File: config.mk
export PLATFORM = sky130hd
export DESIGN_NAME = t03_timer_compare
export DESIGN_NICKNAME = d
export VERILOG_FILES = /design/src/rtl/t03_timer_pkg.sv /design/src/rtl/t03_timer_regs.sv /design/src/rtl/t03_timer_compare.sv
export SDC_FILE = /design/constraint.sdc
export NUM_CORES = 1
export LEC_CHECK = 0
export ABC_AREA = 1
export CAP_MARGIN = 10
export CORE_MARGIN = 1
export CORE_UTILIZATION = 34
export CTS_CLUSTER_SIZE = 10
export DETAILED_ROUTE_END_ITERATION = 8
export SLEW_MARGIN = 0
export SYNTH_ARGS = -nofsm -noshare
export SYNTH_HDL_FRONTEND = slang
export SYNTH_HIERARCHICAL = 1
export SYNTH_SLANG_ARGS = --single-unit
File: constraint.sdc
create_clock -name clk -period 1.65 [get_ports clk]
set_clock_uncertainty 0.2 [all_clocks]
set_input_delay 0.2475 -clock clk [delete_from_list [all_inputs] [get_ports clk]]
set_output_delay 0.2475 -clock clk [all_outputs]
set_load 0.1 [all_outputs]
File: src/rtl/t03_timer_pkg.sv
// t03_timer_pkg: shared constants and types for the compare/alarm timer.
// Register map, CTRL/STATUS bit positions, FSM state encoding and the
// COMPARE reset value live here so the top and register file agree.
package t03_timer_pkg;

  localparam logic [1:0] ADDR_CTRL    = 2'd0;
  localparam logic [1:0] ADDR_COMPARE = 2'd1;
  localparam logic [1:0] ADDR_PERIOD  = 2'd2;
  localparam logic [1:0] ADDR_STATUS  = 2'd3;

  localparam int CTRL_EN_BIT       = 0;
  localparam int CTRL_PERIODIC_BIT = 1;
  localparam int CTRL_IRQEN_BIT    = 2;

  localparam int STAT_MATCH_BIT = 0;
  localparam int STAT_OVR_BIT   = 1;

  localparam logic [31:0] COMPARE_RST = 32'hFFFF_FFFF;

  typedef enum logic [1:0] {
    ST_IDLE  = 2'd0,
    ST_ARMED = 2'd1,
    ST_FIRED = 2'd2
  } state_e;

endpackage

File: src/rtl/t03_timer_regs.sv
// t03_timer_regs: register file for the compare timer.
// Holds CTRL, COMPARE, PERIOD and the W1C STATUS bits, applies the periodic
// reload on a hit, and produces registered read data (pre-write values).
// Build option T03_TIMER_PERIODIC_EN: when undefined, PERIOD and CTRL[1]
// are not stored and read back as zero.
import t03_timer_pkg::*;

module t03_timer_regs (
  input  logic        clk,
  input  logic        nrst,
  input  logic        wen_i,
  input  logic        ren_i,
  input  logic [1:0]  addr_i,
  input  logic [31:0] wdata_i,
  input  logic        hit_i,
  output logic [31:0] rdata_o,
  output logic [31:0] compare_o,
  output logic        periodic_o,
  output logic        ctrl_wr_o,
  output logic        ctrl_en_wr_o,
  output logic        match_clr_o,
  output logic        match_d_o,
  output logic        irq_en_d_o
);

  logic [2:0]  ctrl_q, ctrl_d;
  logic [31:0] compare_q, compare_d;
  logic [31:0] period_q;
  logic        match_q, match_d;
  logic        ovr_q, ovr_d;
  logic [31:0] rdata_q;
  logic [31:0] rd_mux;

  logic ctrl_wr, cmp_wr, stat_wr;

  assign ctrl_wr = wen_i && (addr_i == ADDR_CTRL);
  assign cmp_wr  = wen_i && (addr_i == ADDR_COMPARE);
  assign stat_wr = wen_i && (addr_i == ADDR_STATUS);

`ifdef T03_TIMER_PERIODIC_EN
  logic per_wr;
  assign per_wr = wen_i && (addr_i == ADDR_PERIOD);

  // PERIOD register: plain write-only-by-software storage.
  always_ff @(posedge clk or negedge nrst) begin
    if (!nrst) begin
      period_q <= '0;
    end else if (per_wr) begin
      period_q <= wdata_i;
    end
  end
`else
  assign period_q = '0;
`endif

  // Next-state for CTRL, COMPARE and STATUS; software writes beat the reload,
  // a hit beats a same-cycle W1C of match.
  always_comb begin
    ctrl_d = ctrl_q;
    if (ctrl_wr) begin
      ctrl_d = wdata_i[2:0];
    end
`ifndef T03_TIMER_PERIODIC_EN
    ctrl_d[CTRL_PERIODIC_BIT] = 1'b0;
`endif

    compare_d = compare_q;
    if (hit_i && ctrl_q[CTRL_PERIODIC_BIT]) begin
      compare_d = compare_q + period_q;
    end
    if (cmp_wr) begin
      compare_d = wdata_i;
    end

    match_d = (match_q && !(stat_wr && wdata_i[STAT_MATCH_BIT])) || hit_i;
    ovr_d   = (ovr_q && !(stat_wr && wdata_i[STAT_OVR_BIT])) || (hit_i && match_q);
  end

  // Register state update.
  always_ff @(posedge clk or negedge nrst) begin
    if (!nrst) begin
      ctrl_q    <= '0;
      compare_q <= COMPARE_RST;
      match_q   <= 1'b0;
      ovr_q     <= 1'b0;
    end else begin
      ctrl_q    <= ctrl_d;
      compare_q <= compare_d;
      match_q   <= match_d;
      ovr_q     <= ovr_d;
    end
  end

  // Read mux over current (pre-write) register values.
  always_comb begin
    rd_mux = '0;
    case (addr_i)
      ADDR_CTRL:    rd_mux = {29'd0, ctrl_q};
      ADDR_COMPARE: rd_mux = compare_q;
      ADDR_PERIOD:  rd_mux = period_q;
      ADDR_STATUS:  rd_mux = {30'd0, ovr_q, match_q};
      default:      rd_mux = '0;
    endcase
  end

  // Registered read data; holds its value when no read is requested.
  always_ff @(posedge clk or negedge nrst) begin
    if (!nrst) begin
      rdata_q <= '0;
    end else if (ren_i) begin
      rdata_q <= rd_mux;
    end
  end

  assign rdata_o      = rdata_q;
  assign compare_o    = compare_q;
  assign periodic_o   = ctrl_q[CTRL_PERIODIC_BIT];
  assign ctrl_wr_o    = ctrl_wr;
  assign ctrl_en_wr_o = wdata_i[CTRL_EN_BIT];
  assign match_clr_o  = stat_wr && wdata_i[STAT_MATCH_BIT];
  assign match_d_o    = match_d;
  assign irq_en_d_o   = ctrl_d[CTRL_IRQEN_BIT];

endmodule

File: src/rtl/t03_timer_compare.sv
// t03_timer_compare: compare/alarm timer watching a free-running tick count.
// Detects tick changes, compares against COMPARE while ARMED, and drives a
// registered level interrupt. Register storage is in t03_timer_regs.
// Build option T03_TIMER_PERIODIC_EN enables periodic re-arm (see regs).
import t03_timer_pkg::*;

module t03_timer_compare (
  input  logic        clk,
  input  logic        nrst,
  input  logic [31:0] tick_count,
  input  logic        wen,
  input  logic        ren,
  input  logic [1:0]  addr,
  input  logic [31:0] wdata,
  output logic [31:0] rdata,
  output logic        irq
);

  state_e      state_q;
  logic [31:0] prev_count_q;
  logic        irq_q;

  logic [31:0] compare;
  logic        periodic;
  logic        ctrl_wr, ctrl_en_wr, match_clr, match_d, irq_en_d;
  logic        new_tick, hit;

  // A hit needs a fresh tick so a stalled count cannot fire repeatedly.
  assign new_tick = (tick_count != prev_count_q);
  assign hit      = (state_q == ST_ARMED) && new_tick && (tick_count == compare);

  t03_timer_regs u_regs (
    .clk          (clk),
    .nrst         (nrst),
    .wen_i        (wen),
    .ren_i        (ren),
    .addr_i       (addr),
    .wdata_i      (wdata),
    .hit_i        (hit),
    .rdata_o      (rdata),
    .compare_o    (compare),
    .periodic_o   (periodic),
    .ctrl_wr_o    (ctrl_wr),
    .ctrl_en_wr_o (ctrl_en_wr),
    .match_clr_o  (match_clr),
    .match_d_o    (match_d),
    .irq_en_d_o   (irq_en_d)
  );

  // Track the previous tick count for change detection.
  always_ff @(posedge clk or negedge nrst) begin
    if (!nrst) begin
      prev_count_q <= '0;
    end else begin
      prev_count_q <= tick_count;
    end
  end

  // Arming FSM: a CTRL write decides IDLE/ARMED outright, otherwise a
  // one-shot hit parks in FIRED until match is acknowledged.
  always_ff @(posedge clk or negedge nrst) begin
    if (!nrst) begin
      state_q <= ST_IDLE;
      irq_q   <= 1'b0;
    end else begin
      irq_q <= match_d && irq_en_d;
      if (ctrl_wr) begin
        state_q <= ctrl_en_wr ? ST_ARMED : ST_IDLE;
      end else begin
        case (state_q)
          ST_ARMED: if (hit && !periodic) state_q <= ST_FIRED;
          ST_FIRED: if (match_clr) state_q <= ST_ARMED;
          default:  state_q <= state_q;
        endcase
      end
    end
  end

  assign irq = irq_q;

endmodule

==> results.tsv <==
metric	value	unit
clock_sinks	103	
grt_max_degree	104	
yosys_warnings	6	
fp-row-count	43	
rsz0062_at_grt	true	
final_area	7110	um^2
dr.pass1.iters	4	
max_clock_freq	0.554	GHz
grt_pass1_wl	21500	um
chipHeight	121	um
fin_nets	812	
placed_cell_area	6780	um^2
antenna_found_initial	0	
yosysTopAreaCell	dfrtp_1	
drive_above_1_share	21.3	%
synth_cells	593	
worstSetupEndpointType	register	
maxCapViolations	0	
tightest_slew	0.574	ns
powerDensity	986	nW/um^2
min_path_type	input port to register	
seq_area_frac_synth	54.0	%
num_antenna_cells	0	
core_area	13900	um^2
ys_top_cells_by_count	nand2_1 (239), dfrtp_1 (71), nand3_1 (71)	
finalSetupTns	-0.596	ns
drt-total-wl	13000	um
fill_cells	1282	
tritoncts	yes	
p_leak	3.53	nW
startpoint_type	register	
slew_headroom	61.8	%
worst-path-max-fanout	2	
yosysMostFrequentCell	nand2_1	
yosysUniqueCellTypes	28	
finalSetupViolations	5	
grt_pass1_vias	4379	
synth_area_leaders	dfrtp_1 (37%), nand2_1 (19%), dfstp_2 (17%)	
required	1.74	ns
dr_total_vias	4143	
period_minus_slack	1.80	ns
start_util	34.9	%
status	complete, but fails checks	
syn_area	4850	um^2
cts_buffers	9	
synth_fp_nets	663	
ant_nets	0	
finalHoldViolCount	0	
p_total	0.00701	W
grt-ovfl-total	0	
worstPathArrival	1.89	ns
clk_pin_slew_worst_paths	0.07	ns
fin_ws	-0.154	ns
clk_path_buf_depth	2	
synth_ff_type	dfrtp_1	
drc_errors	0	
wl_per_cell	14.0	um
drtIter0Drc	199	
synth.avg_cell_area	8.18	um^2
violations	setup timing	
die-area	14700	um^2
die_w	121	um
htreeDepth	3	
clkLatencyLatePin	0.34	ns
async_flop_share	100	%
io_pins	103	
post-route-period-util	109	%
synth_edf_count	0	
ys_ff_latch	103	
slew_viol_final	0	
dpl.hpwl	9810	um
worst-setup-path-type	register to register	
via_per_inst	4.47	
place_congestion	0.809	
syn2layout_area_growth	46.7	%
synth_top_area_share	36.6	%
clockRootBuffer	clkbuf_16	
irDropWorstVdd	0.518	mV
grt_use_total	19.1	%
io_buffers	102	
## cell type report
class | instances | area, um^2 | area share [%]
clock inverter | 3 | 42.5 | 0.598
sequential | 103 | 2620 | 36.8
timing repair buffer | 160 | 1860 | 26.2
clock buffer | 13 | 250 | 3.52
multi-input combinational | 404 | 1880 | 26.4
inverter | 64 | 240 | 3.38
tap | 180 | 225 | 3.17
## cells in the final DEF, fill, tap and decap left out, types with 2 or more instances in the layout
master | Yosys | layout
nor2_1 | 32 | 31
clkbuf_1 | 5 | 3
inv_2 | 4 | 7
dfstp_2 | 32 | 32
xnor2_1 | 31 | 31
o21ai_1 | 3 | 4
nand3_2 | 0 | 2
clkbuf_16 | 0 | 9
o21ai_0 | 8 | 5
dfrtp_1 | 71 | 71
clkdlybuf4s50_1 | 0 | 67
nand2_2 | 0 | 2
inv_1 | 60 | 57
buf_4 | 7 | 52
nand3_1 | 71 | 69
nand4_1 | 5 | 5
buf_12 | 0 | 39
nand2_1 | 239 | 237
nor2_2 | 2 | 3
o21ai_2 | 2 | 4
## cell families after synthesis
family                 after synthesis  share of synthesized area, %
AND/OR/NAND/NOR                    356                          30.5
flip-flops                         103                          54.0
buffers and inverters               86                          7.90
XOR/XNOR                            32                          5.78
AO/OA/AOI/OAI                       15                          1.75
other                                1                        0.0773
## metrics by stage
step / worst slack, ns / hold WS [ns] / utilization [%] / cells
final: -0.154 / 0.0597 / 51.3 / 927
after global routing: -0.286 / 0.0641 / 51.3 / 927
after CTS: -0.163 / 0.0500 / 51.1 / 926
after detailed placement: -0.568 / 0.161 / 48.9 / 909
after global placement: -0.532 / 0.159 / 48.9 / 909
after floorplan: -0.0233 / -0.248 / - / 593
## metal layers
layer	GRT usage, %	routed length [um]	up-vias
li1	-	-	2104
met1	25.8	6050	1945
met2	31.1	6200	86
met3	4.23	636	8
met4	4.24	104	0
met5	0	0	-
## what timing repair did
action / CTS / global route
hold buffers: 1 / 0
buffers inserted: 0 / 1
endpoints found under the hold margin: 71 / 0
pin swaps: 8 / 10
endpoints found under the setup margin: 5 / 5
gates resized for setup: 7 / 6
## flip-flops by register name, indices dropped and copies added, names as in the netlist
register / count
u_regs/ctrl_q: 2
u_regs/ovr_q: 1
u_regs/compare_o: 32
prev_count_q: 32
irq: 1
state_q: 2
u_regs/match_q: 1
u_regs/rdata_o: 32
## worst max-delay path, cell delays in order, from the launching register on
cell and delay (ns):
dfstp_2 0.54, inv_2 0.03, nand2_1 0.05, nand2_1 0.05, nor2_1 0.12, nand2_1 0.08
nor2_1 0.11, nand3_1 0.10, nor2_2 0.10, and2_4 0.16, inv_2 0.04, o21ai_2 0.05
nand2_1 0.07, inv_1 0.06
## power breakdown
part / internal (W) / switching, W
clock network: 0.00122 / 0.000903
registers: 0.00285 / 0.000179
logic: 0.000812 / 0.00105
total: 0.00488 / 0.00213
## worst paths after layout
| path | slack (ns) | end | startpoint | cells after the start |
|---|---|---|---|---|
| setup / recovery | -0.15 | irq$_DFF_PN0_ | u_regs/compare_o[0]$_DFFE_PN1P_ | 13 |
| max in group asynchronous | 0.51 | u_regs/compare_o[15]$_DFFE_PN1P_ | nrst | 3 |
| min in group asynchronous | 0.28 | u_regs/rdata_o[10]$_DFFE_PN0P_ | nrst | 3 |
| hold reg to reg | 0.31 | u_regs/ctrl_q[0]$_DFFE_PN0P_ | u_regs/ctrl_q[0]$_DFFE_PN0P_ | 2 |
| setup reg to reg | -0.15 | irq$_DFF_PN0_ | u_regs/compare_o[0]$_DFFE_PN1P_ | 13 |
| hold / removal | 0.06 | prev_count_q[27]$_DFF_PN0_ | tick_count[27] | 1 |
(Power assumes the default switching activity.)
